File: src/rtl/leaves_pkg.sv
// Shared definitions for the leaves loader.
//   - Default parameter values used by leaves_loader and leaf_bank_counter.
//   - Loader FSM state encoding.
package leaves_pkg;

    localparam int DEF_DATA_WIDTH = 11;
    localparam int DEF_IDX_WIDTH  = 9;
    localparam int DEF_LEAF_SIZE  = 8;
    localparam int DEF_PATCH_SIZE = 5;
    localparam int DEF_NUM_LEAVES = 64;

    typedef enum logic [1:0] {
        IDLE = 2'd0,
        LOAD = 2'd1,
        DONE = 2'd2
    } state_t;

endpackage

File: src/rtl/leaf_bank_counter.sv
// Wrap counter producing the bank and leaf index of the next patch.
// Ports:
//   clk, rst_n : clock, asynchronous active-low reset
//   clear      : restart at bank 0, leaf 0 (has priority over inc)
//   inc        : advance by one patch
//   bank       : bank index, wraps LEAF_SIZE-1 -> 0
//   leaf       : leaf index, advances in the same cycle the bank wraps
//   last       : current position is the final patch of the load
module leaf_bank_counter
    import leaves_pkg::*;
#(
    parameter int LEAF_SIZE  = DEF_LEAF_SIZE,
    parameter int NUM_LEAVES = DEF_NUM_LEAVES,
    parameter int BANK_W     = (LEAF_SIZE > 1) ? $clog2(LEAF_SIZE) : 1,
    parameter int LEAF_W     = (NUM_LEAVES > 1) ? $clog2(NUM_LEAVES) : 1
) (
    input  logic              clk,
    input  logic              rst_n,
    input  logic              clear,
    input  logic              inc,
    output logic [BANK_W-1:0] bank,
    output logic [LEAF_W-1:0] leaf,
    output logic              last
);

    localparam logic [BANK_W-1:0] BANK_MAX = BANK_W'(LEAF_SIZE - 1);
    localparam logic [LEAF_W-1:0] LEAF_MAX = LEAF_W'(NUM_LEAVES - 1);

    logic [BANK_W-1:0] bank_reg;
    logic [LEAF_W-1:0] leaf_reg;

    always_ff @(posedge clk or negedge rst_n) begin
        if (!rst_n) begin
            bank_reg <= '0;
            leaf_reg <= '0;
        end else if (clear) begin
            bank_reg <= '0;
            leaf_reg <= '0;
        end else if (inc) begin
            if (bank_reg == BANK_MAX) begin
                bank_reg <= '0;
                leaf_reg <= (leaf_reg == LEAF_MAX) ? '0 : leaf_reg + 1'b1;
            end else begin
                bank_reg <= bank_reg + 1'b1;
            end
        end
    end

    assign bank = bank_reg;
    assign leaf = leaf_reg;
    assign last = (bank_reg == BANK_MAX) && (leaf_reg == LEAF_MAX);

endmodule

File: src/rtl/leaves_loader.sv
// Streams patches into a banked leaves memory: patch k goes to bank
// k mod LEAF_SIZE at leaf address k / LEAF_SIZE. The memory write port
// outputs are registered, so a write appears one cycle after acceptance.
// Ports:
//   clk, rst_n         : clock, asynchronous active-low reset
//   start              : begins a load (ignored while loading)
//   in_valid/in_ready  : patch handshake; in_ready is high only in LOAD
//   in_data, in_idx    : patch elements (element 0 in LSBs) and index
//   busy, done         : load in progress / load complete (level)
//   wr_count           : patches accepted since the last start
//   csb0, web0         : per-bank active-low select and write enable
//   addr0, wleaf0      : leaf address and write word {in_idx, in_data}
module leaves_loader
    import leaves_pkg::*;
#(
    parameter int DATA_WIDTH = DEF_DATA_WIDTH,
    parameter int IDX_WIDTH  = DEF_IDX_WIDTH,
    parameter int LEAF_SIZE  = DEF_LEAF_SIZE,
    parameter int PATCH_SIZE = DEF_PATCH_SIZE,
    parameter int NUM_LEAVES = DEF_NUM_LEAVES,
    parameter int LEAF_ADDRW = $clog2(NUM_LEAVES)
) (
    input  logic                                      clk,
    input  logic                                      rst_n,
    input  logic                                      start,
    input  logic                                      in_valid,
    output logic                                      in_ready,
    input  logic [PATCH_SIZE*DATA_WIDTH-1:0]          in_data,
    input  logic [IDX_WIDTH-1:0]                      in_idx,
    output logic                                      busy,
    output logic                                      done,
    output logic [$clog2(NUM_LEAVES*LEAF_SIZE+1)-1:0] wr_count,
    output logic [LEAF_SIZE-1:0]                      csb0,
    output logic [LEAF_SIZE-1:0]                      web0,
    output logic [LEAF_ADDRW-1:0]                     addr0,
    output logic [PATCH_SIZE*DATA_WIDTH+IDX_WIDTH-1:0] wleaf0
);

    localparam int WORD_W = PATCH_SIZE * DATA_WIDTH + IDX_WIDTH;
    localparam int CNT_W  = $clog2(NUM_LEAVES * LEAF_SIZE + 1);
    localparam int BANK_W = (LEAF_SIZE > 1) ? $clog2(LEAF_SIZE) : 1;

    state_t                  state_reg;
    logic [CNT_W-1:0]        wr_count_reg;
    logic [LEAF_SIZE-1:0]    csb_reg;
    logic [LEAF_SIZE-1:0]    web_reg;
    logic [LEAF_ADDRW-1:0]   addr_reg;
    logic [WORD_W-1:0]       wleaf_reg;

    logic                    accept;
    logic                    launch;
    logic [BANK_W-1:0]       bank;
    logic [LEAF_ADDRW-1:0]   leaf;
    logic                    last_patch;
    logic [LEAF_SIZE-1:0]    bank_hit;

    // Handshake depends only on registered state, so in_valid reaches the
    // strobes solely through the write-port registers.
    assign accept = in_valid && (state_reg == LOAD);
    assign launch = start && (state_reg != LOAD);

    leaf_bank_counter #(
        .LEAF_SIZE  (LEAF_SIZE),
        .NUM_LEAVES (NUM_LEAVES),
        .BANK_W     (BANK_W),
        .LEAF_W     (LEAF_ADDRW)
    ) u_counter (
        .clk   (clk),
        .rst_n (rst_n),
        .clear (launch),
        .inc   (accept),
        .bank  (bank),
        .leaf  (leaf),
        .last  (last_patch)
    );

    for (genvar gi = 0; gi < LEAF_SIZE; gi++) begin : g_bank
        assign bank_hit[gi] = accept && (bank == BANK_W'(gi));
    end

    always_ff @(posedge clk or negedge rst_n) begin
        if (!rst_n) begin
            state_reg    <= IDLE;
            wr_count_reg <= '0;
        end else begin
            case (state_reg)
                IDLE: if (start) state_reg <= LOAD;
                LOAD: if (accept && last_patch) state_reg <= DONE;
                DONE: if (start) state_reg <= LOAD;
                default: state_reg <= IDLE;
            endcase
            if (launch) begin
                wr_count_reg <= '0;
            end else if (accept) begin
                wr_count_reg <= wr_count_reg + 1'b1;
            end
        end
    end

    // Write port: strobes fall to all-ones in any cycle without a write.
    always_ff @(posedge clk or negedge rst_n) begin
        if (!rst_n) begin
            csb_reg   <= '1;
            web_reg   <= '1;
            addr_reg  <= '0;
            wleaf_reg <= '0;
        end else begin
            csb_reg <= ~bank_hit;
            web_reg <= ~bank_hit;
            if (accept) begin
                addr_reg  <= leaf;
                wleaf_reg <= {in_idx, in_data};
            end
        end
    end

    assign in_ready = (state_reg == LOAD);
    assign busy     = (state_reg == LOAD);
    assign done     = (state_reg == DONE);
    assign wr_count = wr_count_reg;
    assign csb0     = csb_reg;
    assign web0     = web_reg;
    assign addr0    = addr_reg;
    assign wleaf0   = wleaf_reg;

endmodule

File: config.mk
export PLATFORM = sky130hd
export DESIGN_NAME = leaves_loader
export DESIGN_NICKNAME = d
export VERILOG_FILES = /design/src/rtl/leaves_pkg.sv /design/src/rtl/leaf_bank_counter.sv /design/src/rtl/leaves_loader.sv
export SDC_FILE = /design/constraint.sdc
export NUM_CORES = 1
export LEC_CHECK = 0
export CORE_MARGIN = 3
export CORE_UTILIZATION = 48
export CTS_BUF_LIST = sky130_fd_sc_hd__clkbuf_8
export DETAILED_ROUTE_END_ITERATION = 10
export GPL_ROUTABILITY_DRIVEN = 0
export GPL_TIMING_DRIVEN = 1
export HOLD_SLACK_MARGIN = 0.02
export PLACE_DENSITY = 0.9
export REMOVE_ABC_BUFFERS = 1
export SETUP_SLACK_MARGIN = 0.2
export SYNTH_ARGS = -nofsm -noshare
export SYNTH_HDL_FRONTEND = slang
export SYNTH_SLANG_ARGS = --single-unit
File: constraint.sdc
create_clock -name clk -period 2.8 [get_ports clk]
set_clock_uncertainty 0.1 [all_clocks]
set_input_delay 0.7 -clock clk [delete_from_list [all_inputs] [get_ports clk]]
set_output_delay 0.7 -clock clk [all_outputs]
set_load 0.05 [all_outputs]
==> impl_metrics.yaml <==
layout:
  drive_gt1_share_pct: 5.695
  multiInputGateArea_mm2: 0.001380
  finalNetCount: 668
  layout_common_cells: "nand2_1 (219), clkdlybuf4s50_1 (162), dfrtp_1 (91)"
  seqCellArea_mm2: 0.002487
  nFillCells: 584
  layout_commonest_cell: "nand2_1"
  largest_reg_flops: 64
  areaGrowthSynthToFinish_pct: 46.37
  final_cells: 699
  n_antenna_cell: 0
logic_synthesis:
  synth-seq-cells: 99
  synth-edff-count: 0
  synth_cells: 437
  synth_flop_cell: "dfrtp_1"
  syn-cell-area_mm2: 0.004055
  ys_warn_count: 0
  synth_area_leaders: "dfrtp_1 (56%), nand2_1 (20%), dfstp_2 (5.2%), ha_1 (2.5%), buf_4 (1.7%)"
  async_flop_share_pct: 100.0
  yosysTopAreaCell: "dfrtp_1"
  yosysSeqAreaShare_pct: 61.34
  ys_types: 36
  synth_area_per_cell_um2: 9.279
  yosysTopAreaCellShare_pct: 56.16
worst_setup_path:
  worstRegToRegCells: 6
  crit_arrival_ps: 1720
  cp_top_family: "buffers and inverters"
  path_max_fanout: 2
  path_cells: "clkdlybuf4s50_1"
  crit_buf_inv: 1
  crit_path_end_kind: "output pin"
  slowest_stage: "clkdlybuf4s50_1"
  cp_slowest_stage_delay_ps: 810
  cp_num_cells: 1
  crit_required_ps: 2000
  cp-start-kind: "flop"
  ff2ff_setup_slack_ps: 700
  critPathKind: "reg2out"
drt:
  postRouteAntennaNets: 0
  drcViolationCount: 0
  drt_wl_total_um: 10690
  drtPass1Iterations: 4
  via_per_inst: 5.079
  wl_per_cell_um: 15.30
  first_iter_violations: 139
  vias: 3550
power:
  power.leakage_nw: 2.839
  vdd_drop_max_uv: 428.9
  powerDensity_mw_per_mm2: 691.6
floorplanning:
  ioPinCount: 167
  die_area_mm2: 0.009587
  die_h_um: 97.92
  row_count: 32
  die_x_um: 97.92
  core_mm2: 0.007968
  initial_utilization_pct: 50.90
global_routing:
  grt_pass1_vias: 3524
  antenna_found_initial: 0
  overflow: 0
  use_met3_pct: 4.643
  busiest_layer: "met2"
  grt_max_degree: 52
  grt_util_met2_pct: 39.16
  grt_pass1_wl_um: 17440
  grt_util_met1_pct: 28.12
  grt_usage_pct: 22.49
placed_design:
  place_inst: 683
  hpwl_um: 7865
  numPortBuffers: 166
clock_tree:
  insertion_delay_ps: 350
  cts_max_path_buffers: 2
  ctsHoldBuffers: 0
  cts_tree: "yes"
  cts_htree_levels: 3
  cts_sinks: 99
  numCtsBuffers: 9
  clk_pin_slew_ps: 100
  root_buffer: "clkbuf_8"
sta:
  layout_min_cycle_time_ps: 2525
  relSlewSlack_pct: 58.28
  rsz0062_at_grt: "false"
  timing.final.crit_share_pct: 90.16
  tightest_slew_ps: 625.7
  whs_ps: 237.1
  slew_violations: 0
  hold_viol: 0
  fmax_mhz: 396.1
  setup_viol: 0
  setup_tns_ps: 0
run:
  max_cap_viol_count: 0
worst_hold_path:
  hp-class: "in2async"
status:
  outcome: "finished, final reports clean"
[timing repair]
action                                  CTS  global route
resized for setup                         3             4
cloned                                    0             0
endpoints found under the setup margin    3             2
buffers inserted                          0             0
[power breakdown]
part	internal [mW]	switching [mW]	leakage (nW)
Sequential	1.62	0.166	1.21
Combinational	0.487	0.920	1.53
Clock	0.414	0.494	0.0989
[through the flow]
step | power (mW) | util (%) | instance area, um^2 | setup WS (ps)
after floorplan | 2.648 | - | 3908 | -244.6
after global placement | 3.188 | 72.20 | 5753 | 387.7
after detailed placement | 3.233 | 72.20 | 5753 | 288.1
after CTS | 4.137 | 74.59 | 5943 | 236.5
after global routing | 4.307 | 74.50 | 5936 | 225.9
final | 4.105 | 74.50 | 5936 | 275.5
[cell usage after synthesis (4+ instances only)]
cell / instances
or3_1: 6
nor3_1: 4
ha_1: 8
nand3_1: 7
a21o_1: 4
clkbuf_1: 11
a21oi_1: 11
mux2i_1: 4
dfrtp_1: 91
o21ai_0: 11
buf_1: 6
inv_1: 10
dfstp_2: 8
buf_4: 9
nand2_1: 219
[cells by family after synthesis]
| logic type | count (synthesis) | synth area share (%) |
|---|---|---|
| AOI/OAI and AO/OA | 35 | 5.184 |
| adders and majority gates | 8 | 2.468 |
| buffers and inverters | 39 | 4.659 |
| DFF | 99 | 61.34 |
| muxes | 5 | 1.265 |
| and+or+nand+nor | 251 | 25.08 |
[final timing paths]
check	to	start
min reg2reg	addr0[4]$_DFFE_PN0P_	addr0[4]$_DFFE_PN0P_
min in group clk	addr0[4]$_DFFE_PN0P_	addr0[4]$_DFFE_PN0P_
max	csb0[4]	web0[4]$_DFF_PN1_
max reg2reg	u_counter.leaf[5]$_DFFE_PN0P_	u_counter.bank[0]$_DFFE_PN0P_
min	wleaf0[59]$_DFFE_PN0P_	rst_n
max in group asynchronous	web0[7]$_DFF_PN1_	rst_n
[layer usage]
layer / vias up / share of wire (%)
met5: - / 0
met1: 1709 / 41
met3: 16 / 6.2
met4: 0 / 1.9
met2: 141 / 51
li1: 1684 / -
[area by class of cell]
class	count	share of cell area, %
inverters	11	0.6956
repair buffers	172	28.73
clock inverters	7	1.180
well taps	102	2.150
flip-flops and latches	99	41.91
clock buffers	9	2.087
multi-input cells	299	23.25
No activity file was read; power rests on OpenSTA's default activity.
